`config.mk`:
```
export PLATFORM = sky130hd
export DESIGN_NAME = inst_decode_stage
export DESIGN_NICKNAME = d
export VERILOG_FILES = /design/src/rtl/inst_decode_stage.sv
export SDC_FILE = /design/constraint.sdc
export NUM_CORES = 1
export LEC_CHECK = 0
export ABC_CLOCK_PERIOD_IN_PS = 1930
export CORE_ASPECT_RATIO = 1.25
export CORE_MARGIN = 3
export CORE_UTILIZATION = 40
export DETAILED_ROUTE_END_ITERATION = 10
export GPL_ROUTABILITY_DRIVEN = 1
export HOLD_SLACK_MARGIN = 0.05
export PLACE_DENSITY = 0.69
export REMOVE_ABC_BUFFERS = 1
export SLEW_MARGIN = 20
export SYNTH_ARGS = -nofsm -noshare
export SYNTH_HDL_FRONTEND = slang
export SYNTH_SLANG_ARGS = --single-unit
```
`constraint.sdc`:
```
create_clock -name clk -period 1.93 [get_ports clk]
set_input_delay 0.579 -clock clk [delete_from_list [all_inputs] [get_ports clk]]
set_output_delay 0.579 -clock clk [all_outputs]
set_load 0.03 [all_outputs]
```
`src/rtl/inst_decode_stage.sv`:
```
// RV instruction decode stage: combinational field/immediate decode of the incoming
// word, registered into an output slot with an optional one-entry skid buffer.
module inst_decode_stage #(
  parameter int XLEN = 32,
  parameter int SKID = 1
) (
  input  logic            clk,
  input  logic            rst_n,
  input  logic            flush,
  input  logic            in_valid,
  output logic            in_ready,
  input  logic [31:0]     in_inst,
  input  logic [XLEN-1:0] in_pc,
  output logic            out_valid,
  input  logic            out_ready,
  output logic [XLEN-1:0] out_pc,
  output logic [4:0]      out_rd,
  output logic [4:0]      out_rs1,
  output logic [4:0]      out_rs2,
  output logic [6:0]      out_opcode,
  output logic [2:0]      out_funct3,
  output logic [6:0]      out_funct7,
  output logic [XLEN-1:0] out_imm,
  output logic [2:0]      out_fmt,
  output logic            out_illegal
);

  localparam logic [2:0] FMT_R   = 3'd0;
  localparam logic [2:0] FMT_I   = 3'd1;
  localparam logic [2:0] FMT_S   = 3'd2;
  localparam logic [2:0] FMT_B   = 3'd3;
  localparam logic [2:0] FMT_U   = 3'd4;
  localparam logic [2:0] FMT_J   = 3'd5;
  localparam logic [2:0] FMT_ILL = 3'd7;
  localparam logic       IS_RV64 = (XLEN == 64);
  localparam int         PW      = 2 * XLEN + 36;

  logic [2:0]      dec_fmt;
  logic [31:0]     dec_imm32;
  logic [XLEN-1:0] dec_imm;
  logic            dec_illegal;
  logic [PW-1:0]   in_pkt;
  logic [PW-1:0]   out_pkt_reg;
  logic            out_valid_reg;
  logic            accept;
  logic            out_load;

  always_comb begin
    dec_fmt = FMT_ILL;
    case (in_inst[6:0])
      7'b0110011:                                     dec_fmt = FMT_R;
      7'b0010011, 7'b0000011, 7'b1100111, 7'b1110011: dec_fmt = FMT_I;
      7'b0100011:                                     dec_fmt = FMT_S;
      7'b1100011:                                     dec_fmt = FMT_B;
      7'b0110111, 7'b0010111:                         dec_fmt = FMT_U;
      7'b1101111:                                     dec_fmt = FMT_J;
      7'b0111011:                                     dec_fmt = IS_RV64 ? FMT_R : FMT_ILL;
      7'b0011011:                                     dec_fmt = IS_RV64 ? FMT_I : FMT_ILL;
      default:                                        dec_fmt = FMT_ILL;
    endcase
  end

  // Every immediate is built as a 32-bit signed value first, then widened by inst[31].
  always_comb begin
    dec_imm32 = 32'd0;
    case (dec_fmt)
      FMT_I: dec_imm32 = {{20{in_inst[31]}}, in_inst[31:20]};
      FMT_S: dec_imm32 = {{20{in_inst[31]}}, in_inst[31:25], in_inst[11:7]};
      FMT_B: dec_imm32 = {{19{in_inst[31]}}, in_inst[31], in_inst[7], in_inst[30:25],
                          in_inst[11:8], 1'b0};
      FMT_U: dec_imm32 = {in_inst[31:12], 12'd0};
      FMT_J: dec_imm32 = {{11{in_inst[31]}}, in_inst[31], in_inst[19:12], in_inst[20],
                          in_inst[30:21], 1'b0};
      default: dec_imm32 = 32'd0;
    endcase
  end

  always_comb begin
    dec_imm        = {XLEN{dec_imm32[31]}};
    dec_imm[31:0]  = dec_imm32;
  end

  assign dec_illegal = (dec_fmt == FMT_ILL);

  assign in_pkt = {in_pc, in_inst[11:7], in_inst[19:15], in_inst[24:20], in_inst[6:0],
                   in_inst[14:12], in_inst[31:25], dec_imm, dec_fmt, dec_illegal};

  assign {out_pc, out_rd, out_rs1, out_rs2, out_opcode, out_funct3, out_funct7,
          out_imm, out_fmt, out_illegal} = out_pkt_reg;
  assign out_valid = out_valid_reg;
  assign accept    = in_valid && in_ready;
  assign out_load  = !out_valid_reg || out_ready;

  generate
    if (SKID != 0) begin : g_skid
      logic          skid_valid_reg;
      logic [PW-1:0] skid_pkt_reg;

      assign in_ready = !skid_valid_reg;

      // The skid entry is always older than any new input, so it drains first.
      always_ff @(posedge clk or negedge rst_n) begin
        if (!rst_n) begin
          out_valid_reg  <= 1'b0;
          out_pkt_reg    <= '0;
          skid_valid_reg <= 1'b0;
          skid_pkt_reg   <= '0;
        end else if (flush) begin
          out_valid_reg  <= 1'b0;
          skid_valid_reg <= 1'b0;
        end else if (out_load) begin
          if (skid_valid_reg) begin
            out_pkt_reg    <= skid_pkt_reg;
            out_valid_reg  <= 1'b1;
            skid_valid_reg <= accept;
            if (accept) skid_pkt_reg <= in_pkt;
          end else begin
            out_valid_reg <= accept;
            if (accept) out_pkt_reg <= in_pkt;
          end
        end else if (accept) begin
          skid_pkt_reg   <= in_pkt;
          skid_valid_reg <= 1'b1;
        end
      end
    end else begin : g_noskid
      assign in_ready = !out_valid_reg || out_ready;

      always_ff @(posedge clk or negedge rst_n) begin
        if (!rst_n) begin
          out_valid_reg <= 1'b0;
          out_pkt_reg   <= '0;
        end else if (flush) begin
          out_valid_reg <= 1'b0;
        end else if (out_load) begin
          out_valid_reg <= accept;
          if (accept) out_pkt_reg <= in_pkt;
        end
      end
    end
  endgenerate

endmodule

```
**Word level (Yosys, flattened, before mapping)**

Cells that the tools add are included.

- Register bits: 202
- Latch bits: 0
- Memory bits (writable): 0
- ROM bits: 0
- Bits of input ports: 69
- Output and inout port bits: 102
- Logic and storage cells: 47
- Memories kept: 0

- $add $sub $neg: 0
- Multiply operators: 0
- Div/mod/pow operators: 0
- Magnitude comparators: 0
- Eq/ne operators: 17
- Shifts and indexed selects: 0
- Mux-type cells: 14
- Bitwise logic cells: 1
- Reductions and logical operators: 11

Operator list:

| kind | number |
|---|---|
| 100-bit two-way mux | 5 |
| 32-bit case mux with 5 select lines | 1 |
| 7-bit equality test (second input constant) | 4 |
| 7-bit by 6-bit equality test with 1-bit output (second input constant) | 3 |
| 3-bit case mux with 6 select lines | 1 |
| 7-bit by 5-bit equality test with 1-bit output (second input constant) | 2 |
| 3-bit equality test (second input constant) | 3 |
| 7-bit by 2-bit equality test with 1-bit output (second input constant) | 1 |
| 1-bit two-way mux | 7 |
| 3-bit by 2-bit equality test with 1-bit output (second input constant) | 2 |
| 2-bit nonzero test | 2 |
| 4-bit OR reduction | 1 |
| 3-bit by 1-bit equality test with 1-bit output (second input constant) | 1 |
| 3-bit AND reduction | 1 |
| 3-bit nonzero test | 1 |
| 1-bit zero test | 2 |
| 2-bit by 1-bit inequality test with 1-bit output (second input constant) | 1 |
| 2-bit AND reduction | 1 |
| 2-bit OR reduction | 1 |
| 1-bit logical AND | 1 |
| 1-bit logical OR | 1 |
| 1-bit NOT | 1 |

**Logic depth before layout (Yosys ltp)**

Gate-level depths: netlist (run 1).

- Depth in word-level cells: 8
- Gate-level depth with buffers: 7
- Depth with buffers taken out: 4

**Worst setup path after synthesis (run 1)**

No wires, ideal clock.

- Path type: input to register
- Start point: in flush
- End point: reg g_skid.skid_pkt_reg[69]
- Setup time: 0.117 ns
- Arrival time: 1.781 ns
- Data required time: 1.813 ns
- Path slack: 0.032 ns
- Stages on the path: 7
- Path buffers: 3
- Path through: or3b_1 -> or2_1 -> clkbuf_1 -> buf_2 -> buf_1 -> nand2_1 -> nand2_1

- Cells in the longest elaborated chain, start to end: 2

RTL lines:

| element | line | RTL |
|---|---|---|
| start, declared | 9 | `input logic flush,` |
| 1-bit NOT (no source line) | - |  |
| 2-bit AND reduction (no source line) | - |  |
| end signal, assigned | 116 | `if (accept) skid_pkt_reg <= in_pkt;` |
| end signal, assigned | 122 | `skid_pkt_reg <= in_pkt;` |
| end, declared | 97 | `logic [PW-1:0] skid_pkt_reg;` |

Every way passes these cells.
A chain may end at the register's enable or synchronous reset.

**Final worst setup path (run 1)**

- Start point: reg out_pkt_reg[0]
- End point: out out_illegal

RTL lines:

| element | line | RTL |
|---|---|---|
| start, declared | 43 | `logic [PW-1:0] out_pkt_reg;` |
| start signal, assigned | 113 | `out_pkt_reg <= skid_pkt_reg;` |
| start signal, assigned | 119 | `if (accept) out_pkt_reg <= in_pkt;` |
| end, declared | 25 | `output logic out_illegal` |

No word-level cell between the ends.

==> results of run 1 <==
==> power breakdown <==
group          leakage [uW]  total, uW  internal, uW  switching (uW)
Clock              0.000360       4340          2700            1650
Sequential          0.00252       5380          4980             395
Combinational       0.00283       2520           979            1540
Total               0.00571      12200          8660            3580
==> how the worst max path moves through the flow <==
stage,start,slack [ns],to,cells past startpoint
after floorplan,g_skid.skid_valid_reg,-3.83,g_skid.skid_pkt_reg[10],4
after global placement,in_inst[6],-0.61,g_skid.skid_pkt_reg[19],6
after detailed placement,in_inst[6],-0.67,g_skid.skid_pkt_reg[19],6
after CTS,g_skid.skid_valid_reg,0.001,in_ready,3
after global routing,in_valid,-0.002,g_skid.skid_pkt_reg[24],8
final,out_pkt_reg[0],0.04,out_illegal,1
==> cell families after synthesis <==
group | count (synthesis) | share of synthesized area (%)
mux | 68 | 7.70
compound gates | 172 | 12.7
simple gates | 402 | 18.9
xor+xnor | 1 | 0.0991
buf+inv | 73 | 3.36
flops | 202 | 57.2
==> what timing repair did <==
item	4_1_cts	5_1_grt
hold buffers	1	0
setup endpoints to repair	126	65
hold endpoints to repair	40	0
pin swaps	1	3
resized for setup	112	14
gates cloned	0	1
buffers inserted	1	5
==> layout by cell type (no fill, tap or decap), types with 3 or more instances in the layout <==
master and instances:
o21ai_0 57, a32oi_1 5, dlygate4sd2_1 102, inv_1 7, o22ai_1 11, o21ai_1 25
buf_4 59, buf_6 5, clkbuf_1 7, a2111oi_4 3, a22o_1 6, a21oi_1 25
mux2i_1 68, a31oi_1 15, nand4_1 8, and2_1 4, clkdlybuf4s50_1 63, nor3_1 15
clkbuf_8 3, nor2_1 49, dfrtp_1 201, nand3_1 18, a311oi_2 9, nor2b_1 3
buf_12 20, nand2_1 285, bufinv_16 3, clkbuf_16 24, nand2b_1 4
==> worst register-to-register path, cell delays in order, from the launching register on <==
cell     delay (ns)
dfrtp_4        0.48
or3b_1         0.40
or2_4          0.29
buf_8          0.22
a22o_1         0.29
==> per-stage QoR <==
stage                     cells  setup WS [ns]  power, uW  util (%)  area (um2)
final                      1427         0.0416      12200      56.8       12300
after detailed placement   1381         -0.670       8210      53.0       11500
after global placement     1381         -0.607       8120      53.0       11500
after CTS                  1421        0.00146      12400      56.2       12100
after global routing       1427       -0.00175      12900      56.8       12300
after floorplan             854          -3.83       6830         -        8570
==> routing by layer <==
metal / track usage, % / vias to the layer above / share of wire, %
met3: 3.04 / 27 / 5.5
li1: - / 3576 / -
met4: 4.34 / 0 / 1.5
met1: 24.5 / 3549 / 42
met2: 34.8 / 183 / 51
met5: 0 / - / 0
==> area by class of cell <==
| cell class | instances | area share (%) |
|---|---|---|
| inverter | 9 | 0.275 |
| tap | 279 | 2.84 |
| clock inverter | 5 | 0.866 |
| sequential | 202 | 41.2 |
| timing repair buffer | 256 | 20.5 |
| clock buffer | 33 | 5.24 |
| multi-input combinational | 643 | 29.0 |
==> synth_stat cells, drive strengths merged (5+ instances only) <==
cell      n  area share, %
nand2   285             12
dfrtp   202             57
o21ai    83            4.7
mux2i    68            7.7
nor2     52            2.2
clkbuf   43            1.8
a21oi    25            1.4
buf      21            1.1
nand3    18            1.0
nor3     16           0.96
a31oi    15            1.1
a311oi   11            1.7
o22ai    11           0.78
inv       9           0.38
nand4     8           0.57
a22o      6           0.59
a32oi     5           0.50
==> results.md, run 1 <==
Synthesis:
- The netlist uses 49 different library cells.
- The post-synthesis async set-or-reset flop share is 100%.
- The sequential share of the synthesized area is 57.2%.
- The synthesized design contains 0 enable-type register cells.
- The mean instance size in the synthesized netlist is 9.63 um2.
- The combined area of all synthesized cells is 8840 um2.
- The post-synthesis cell count is 918.
- The most used flip-flop cell after synthesis is dfrtp_1.
- During synthesis, Yosys emitted a total of 0 warnings.
- Counting flops and latches in the post-synthesis netlist gives approximately 200.

Setup path:
- The worst endpoint data arrival time is 1.31 ns.
- In this run the register-to-register setup slack is around 0.14 ns.
- Traced cell by cell, the critical path runs through dlygate4sd2_1.
- The count of buffer and inverter cells on the critical path is 1.
- The critical register-to-register path startpoint is g_skid.skid_valid_reg.
- The kind of start point of the critical path is a flop.
- The worst register-to-register path has a depth of 4.
- The critical path's slowest cell is dlygate4sd2_1.
- The worst setup path is captured at an output port.
- In this design, the stage delay of the slowest critical-path cell is roughly 0.42 ns.
- In this run the worst path has a maximum fanout of 2.
- By startpoint and endpoint, the worst setup path is classified as reg2out.
- STA puts the critical path data required time at 1.35 ns.
- The kind of cell adding the most delay to the critical path is buffers and inverters.
- The destination of the worst register-to-register timing path is g_skid.skid_pkt_reg[13].

Clocking:
- After clock tree synthesis, the clock-pin slew on the worst setup and hold paths is 0.06 ns.
- The clock reaches the later pin of the worst-skew pair after 0.50 ns.
- The H-tree depth is 1.
- The clock net in this run drives a total of 202 sinks.
- The cell sitting at the root of the clock tree is a clkbuf_16.
- The worst-case clock buffer depth is 3.
- TritonCTS built the clock tree.
- The number of buffers created by CTS is 22.

Cells and area:
- The count of nets after finishing is 1203.
- The area growth from synthesis to layout is 39.0%.
- The number of fill cells in the layout is 1881.
- The number of diodes added for antenna fixing is 0.
- Summing all multi-input logic gate instances after layout gives 3570 um2.
- Registers take 5060 um2.
- The share of cells above drive strength 1 is 12.5%.

Routing:
- The detailed-router iteration count before antenna repair is 5.
- After detailed routing, the number of vias per cell comes to 5.14.
- The antenna violation net count after detailed routing is 0.
- The DRC violation count after routing is 0.
- The average wire per standard cell is 16.4 um.
- The sum of routed wire length over all layers is 23400 um.
- The routed layout has 7335 vias.
- The starting DRC count in detailed routing is 333.

Pwr:
- The power density relative to cell area is between 900 and 1000 nW/um2.
- The worst-case IR drop observed on VDD is 683 uV.
- The analysis attributes to cell leakage a power of between 0.005 and 0.006 uW.

GRT:
- The via count of the first global-routing pass is 7442.
- The maximum number of pins on one net before global-route repair is 58.
- The first-pass GRT wire length is 38400 um.
- The sum of overflow across all layers after global routing is 0.
- The number of antenna violations at the first check in global routing is 0.
- Global routing used 19.2% of the available tracks across all layers.

Placement:
- The routability-driven placement congestion ratio is 0.838.
- In this run the tool buffered the top-level ports with 170 buffer cells.
- The wire-length estimate of the detail-placed layout is 16100 um.

Timing:
- Setup violations remaining at the end of the flow were counted as 0.
- The sum of negative setup slack is 0 ns.
- After layout, the minimum clock period comes to 1.89 ns.
- The final-report max-slew violation count was 0.
- The clock tree skew after final layout is 0.0186 ns.
- The share of the clock period used by the worst path after layout is between 90% and 100%.
- The remaining max-slew budget at the tightest pin is a little over two thirds.
- The transition at the pin with the smallest max-transition slack is 0.454 ns.
- The number of hold violations in the final report is 0.
- Static timing analysis puts the maximum clock frequency at between 500 and 600 MHz.
- The tightest hold path in the finished design has a slack of between 0.4 and 0.5 ns.

Floorplanning:
- The die area is 23900 um2.
- The initial utilization of the core area, before any placement, comes to 40.9%.
- In this run the count of I/O pins placed on the die edge is roughly 170.
- The width of the chip is 139 um.
- The total number of placement rows is 60.
- In this run the vertical extent of the chip is 172 um.
- The core box area is roughly 22000 um2.

Min path:
- The worst hold path was traced through 2 stages.
- For hold timing, the worst endpoint is out_pkt_reg[87].
- The tightest min-delay check is of the reg2reg type.
- The worst hold path begins at out_pkt_reg[87].

Outcome:
- The run finished with clean final reports.

Job:
- The max-capacitance violation count is 0.
No activity file was read; power rests on OpenSTA's default activity.
==> run 2: changes to the inputs <==
--- a/config.mk
+++ b/config.mk
@@ -5,7 +5,7 @@
 export SDC_FILE = /design/constraint.sdc
 export NUM_CORES = 1
 export LEC_CHECK = 0
-export ABC_CLOCK_PERIOD_IN_PS = 1930
+export ABC_CLOCK_PERIOD_IN_PS = 1800
 export CORE_ASPECT_RATIO = 1.25
 export CORE_MARGIN = 3
 export CORE_UTILIZATION = 40
==> constraint.sdc (replaced) <==
create_clock -name clk -period 1.8 [get_ports clk]
set_input_delay 0.54 -clock clk [delete_from_list [all_inputs] [get_ports clk]]
set_output_delay 0.54 -clock clk [all_outputs]
set_load 0.03 [all_outputs]
==> run 2 against run 1 <==
The flow now finishes with violations (negative setup slack). Combinational power increased by 14%. Global-route usage increased by 0.78 points. Final cell count increased by 1.1%. Clock skew decreased by 0.011 ns. Clock power increased by 16%. Hold slack got worse by 0.067 ns. Cell area increased by 5.2%. Sequential power increased by 8.2%. Largest power group unchanged. Highest routed layer unchanged.
==> results.md, run 2 (synthesis gave the netlist of run 1 again) <==
Setup path:
- Walking the worst path, the cells encountered are buf_12 -> buf_8 -> nor2_4 -> or3_4 -> buf_12 -> buf_12 -> nor3_2 -> a21oi_1.
- The required time of the worst setup path is 2.17 ns (+0.82 ns).
- The kind of start point of the critical path is a flop.
- The worst register-to-register path ends at out_pkt_reg[2].
- The worst setup path is captured at a flop.
- The depth of the worst register-to-register path is 8 (+4).
- The critical path's slowest cell is dfrtp_4.
- The largest incremental delay on the critical path is 0.43 ns (about the same).
- The most used cell along the critical path is buf_12.
- The kind of cell with the highest combined delay along the critical path is simple AND/OR/NAND/NOR gates.
- The worst-path maximum fanout is 12 (+10).
- The critical register-to-register path startpoint is g_skid.skid_valid_reg.
- The worst endpoint data arrival time is 2.20 ns (+0.89 ns).
- The count of buffer and inverter cells on the critical path is 4 (+3).
- The reg2reg setup slack is -0.03 ns (-0.17 ns).
- The category of the critical setup timing path is reg2reg.

Timing:
- Setup repair after global routing could not meet its margin everywhere.
- The clock tree skew after final layout is 0.00723 ns (-0.0114 ns).
- The number of hold violations in the final report was 0 (unchanged).
- The setup slack after layout came to -0.0275 ns (-0.0691 ns).
- The transition at the pin with the smallest max-transition slack was 0.480 ns (+0.0253 ns).
- The final critical path takes up 102% of the cycle.
- The remaining max-slew budget at the tightest pin is 68.0% (-1.7 points).
- The final period demand of the worst path is 1.83 ns.
- The final-report max-slew violation count is 0 (unchanged).
- For this run, the top clock speed supported by timing is about 550 MHz.
- The final-report setup violation count came to 2 (+2).

Pwr:
- The leakage power is 0.00583 uW (+2.1%).
- The power density relative to cell area came to 1060 nW/um2 (+6.8%).
- The worst IR drop on VDD was 734 uV (+7.5%).

Job:
- The max-capacitance violation count was 0 (unchanged).

Floorplanning:
- The boundary pin count is 171 (unchanged).
- The core box area is 21600 um2 (unchanged).
- The die area is 23900 um2 (unchanged).
- The starting density of the core is 40.9% (unchanged).
- The die extent in y is 172 um (unchanged).
- The width of the chip is 139 um (unchanged).
- The total number of placement rows is 60 (unchanged).

GRT:
- The maximum number of pins on one net before global-route repair is 60 (+3.4%).
- The number of antenna violations at the first check in global routing is 0 (unchanged).
- The first-pass GRT wire length was 39700 um (+3.4%).
- The sum of overflow across all layers after global routing is 0 (unchanged).
- The global router's overall resource usage came to 20.0% (+0.78 points).
- The via count of the first global-routing pass came to 7642 (+2.7%).

Clocking:
- The number of sinks handled by clock tree synthesis is 202 (unchanged).
- The library cell used as clock root buffer is clkbuf_16.
- The clock latency reported for the late side of the worst-skew pair is 0.50 ns (about the same).
- The number of buffers created by CTS is 22 (unchanged).
- The worst-case clock buffer depth came to 3 (unchanged).
- The clock transition at the registers of the reported paths came to 0.06 ns (about the same).
- TritonCTS built the clock tree.
- The H-tree depth is 1 (unchanged).

Cells and area:
- The area growth from synthesis to layout is 46.2%.
- The number of diodes added for antenna fixing is 0 (unchanged).
- The share of the core filled with cells in the final layout is 59.8% (+3.0 points).
- The number of fill cells in the layout is 1853 (-1.5%).
- The combined flip-flop and latch cell area is 5060 um2 (unchanged).
- In the layout the commonest cells are 280 x nand2_1, 201 x dfrtp_1, 67 x mux2i_1, 63 x buf_4, 57 x clkdlybuf4s50_1.
- The multi-input logic area is 3800 um2 (+6.5%).
- The count of nets after finishing is 1218 (+1.2%).
- The most common cell after layout, fill and taps aside is nand2_1.
- The share of cells above drive strength 1 is 23.1% (+11 points).

Min path:
- The worst hold path cell count is 4 (+2).
- The class of the tightest hold or removal check is in2reg.
- The start point of the worst min-delay path is in_inst[7].
- The end point of the most critical hold path is g_skid.skid_pkt_reg[63].

Routing:
- The number of vias per cell came to 5.19 (+1.1%).
- The routed via count is 7491 (+2.1%).
- The detailed-router iteration count before antenna repair came to 4 (-1).
- The antenna violation net count after detailed routing came to 0 (unchanged).
- The DRC violation count after routing was 0 (unchanged).
- The sum of routed wire length over all layers is 25500 um (+8.9%).
- The starting DRC count in detailed routing is 392 (+18%).
- The average wire per standard cell is 17.7 um (+7.7%).

Placement:
- The minimum setup slack after placement is -0.767 ns (-0.0974 ns).
- The routability-driven placement congestion ratio was 0.844 (+0.73%).
- The detailed-placement wirelength estimate was 16000 um (-0.67%).
- The number of input and output port buffers inserted is 170 (unchanged).

Outcome:
- The run finished, with violations left.
- The checks that failed: negative setup slack.
-- run 2: final cells by class --
cell class | instances | share of cell area [%]
flip-flops and latches | 202 | 39.2
multi-input cells | 643 | 29.4
repair buffers | 271 | 22.0
clock buffers | 31 | 5.07
well taps | 279 | 2.70
clock inverters | 7 | 1.29
inverters | 9 | 0.358
-- run 2: worst max-delay path by stage --
| stage | slack [ns] | endpoint | cells past startpoint | from |
|---|---|---|---|---|
| floorplan | -3.96 | g_skid.skid_pkt_reg[10] | 4 | g_skid.skid_valid_reg |
| global placement | -0.71 | g_skid.skid_pkt_reg[18] | 6 | in_inst[6] |
| detailed placement | -0.77 | g_skid.skid_pkt_reg[19] | 6 | in_inst[6] |
| CTS | -0.04 | in_ready | 3 | g_skid.skid_valid_reg |
| global route | -0.10 | out_pkt_reg[2] | 8 | g_skid.skid_valid_reg |
| finish | -0.03 | out_pkt_reg[2] | 8 | g_skid.skid_valid_reg |
-- run 2: tightest hold or removal path: stages --
cell and delay, ns:
dlymetal6s2s_1 0.11, buf_4 0.13, nand2_1 0.04, nand2_1 0.05
-- run 2: where the power goes --
group	leakage, uW	switching [uW]	total (uW)	internal [uW]
clock network	0.000398	1800	5050	3250
logic	0.00291	1710	2870	1160
registers	0.00252	478	5820	5340
total	0.00583	3990	13700	9750
-- run 2: repair_timing --
action / 4_1_cts / 5_1_grt
cloned: 3 / 8
hold buffers: 1 / 0
endpoints found under the setup margin: 210 / 138
hold endpoints to repair: 48 / 0
resized for setup: 240 / 143
buffers inserted: 6 / 6
pin swaps: 4 / 13
-- run 2: layer usage --
metal | track usage [%] | routed length, um | share of wire, % | vias to the layer above
li1 | - | - | - | 3601
met1 | 25.1 | 10500 | 41 | 3643
met2 | 36.1 | 13200 | 52 | 201
met3 | 3.04 | 1210 | 4.8 | 46
met4 | 5.87 | 567 | 2.2 | 0
met5 | 0 | 0 | 0 | -
-- run 2: metrics by stage --
stage               cell area, um2  total power (uW)  hold WS (ns)  TNS [ns]  instances
floorplan                     8570              7330         0.244   -711.18        854
global placement             11400              8690         0.454    -90.06       1381
detailed placement           11400              8770         0.454    -93.66       1381
CTS                          12500             13800         0.471   -0.0935       1429
global route                 12900             14400         0.441     -1.10       1442
finish                       12900             13700         0.404   -0.0485       1442
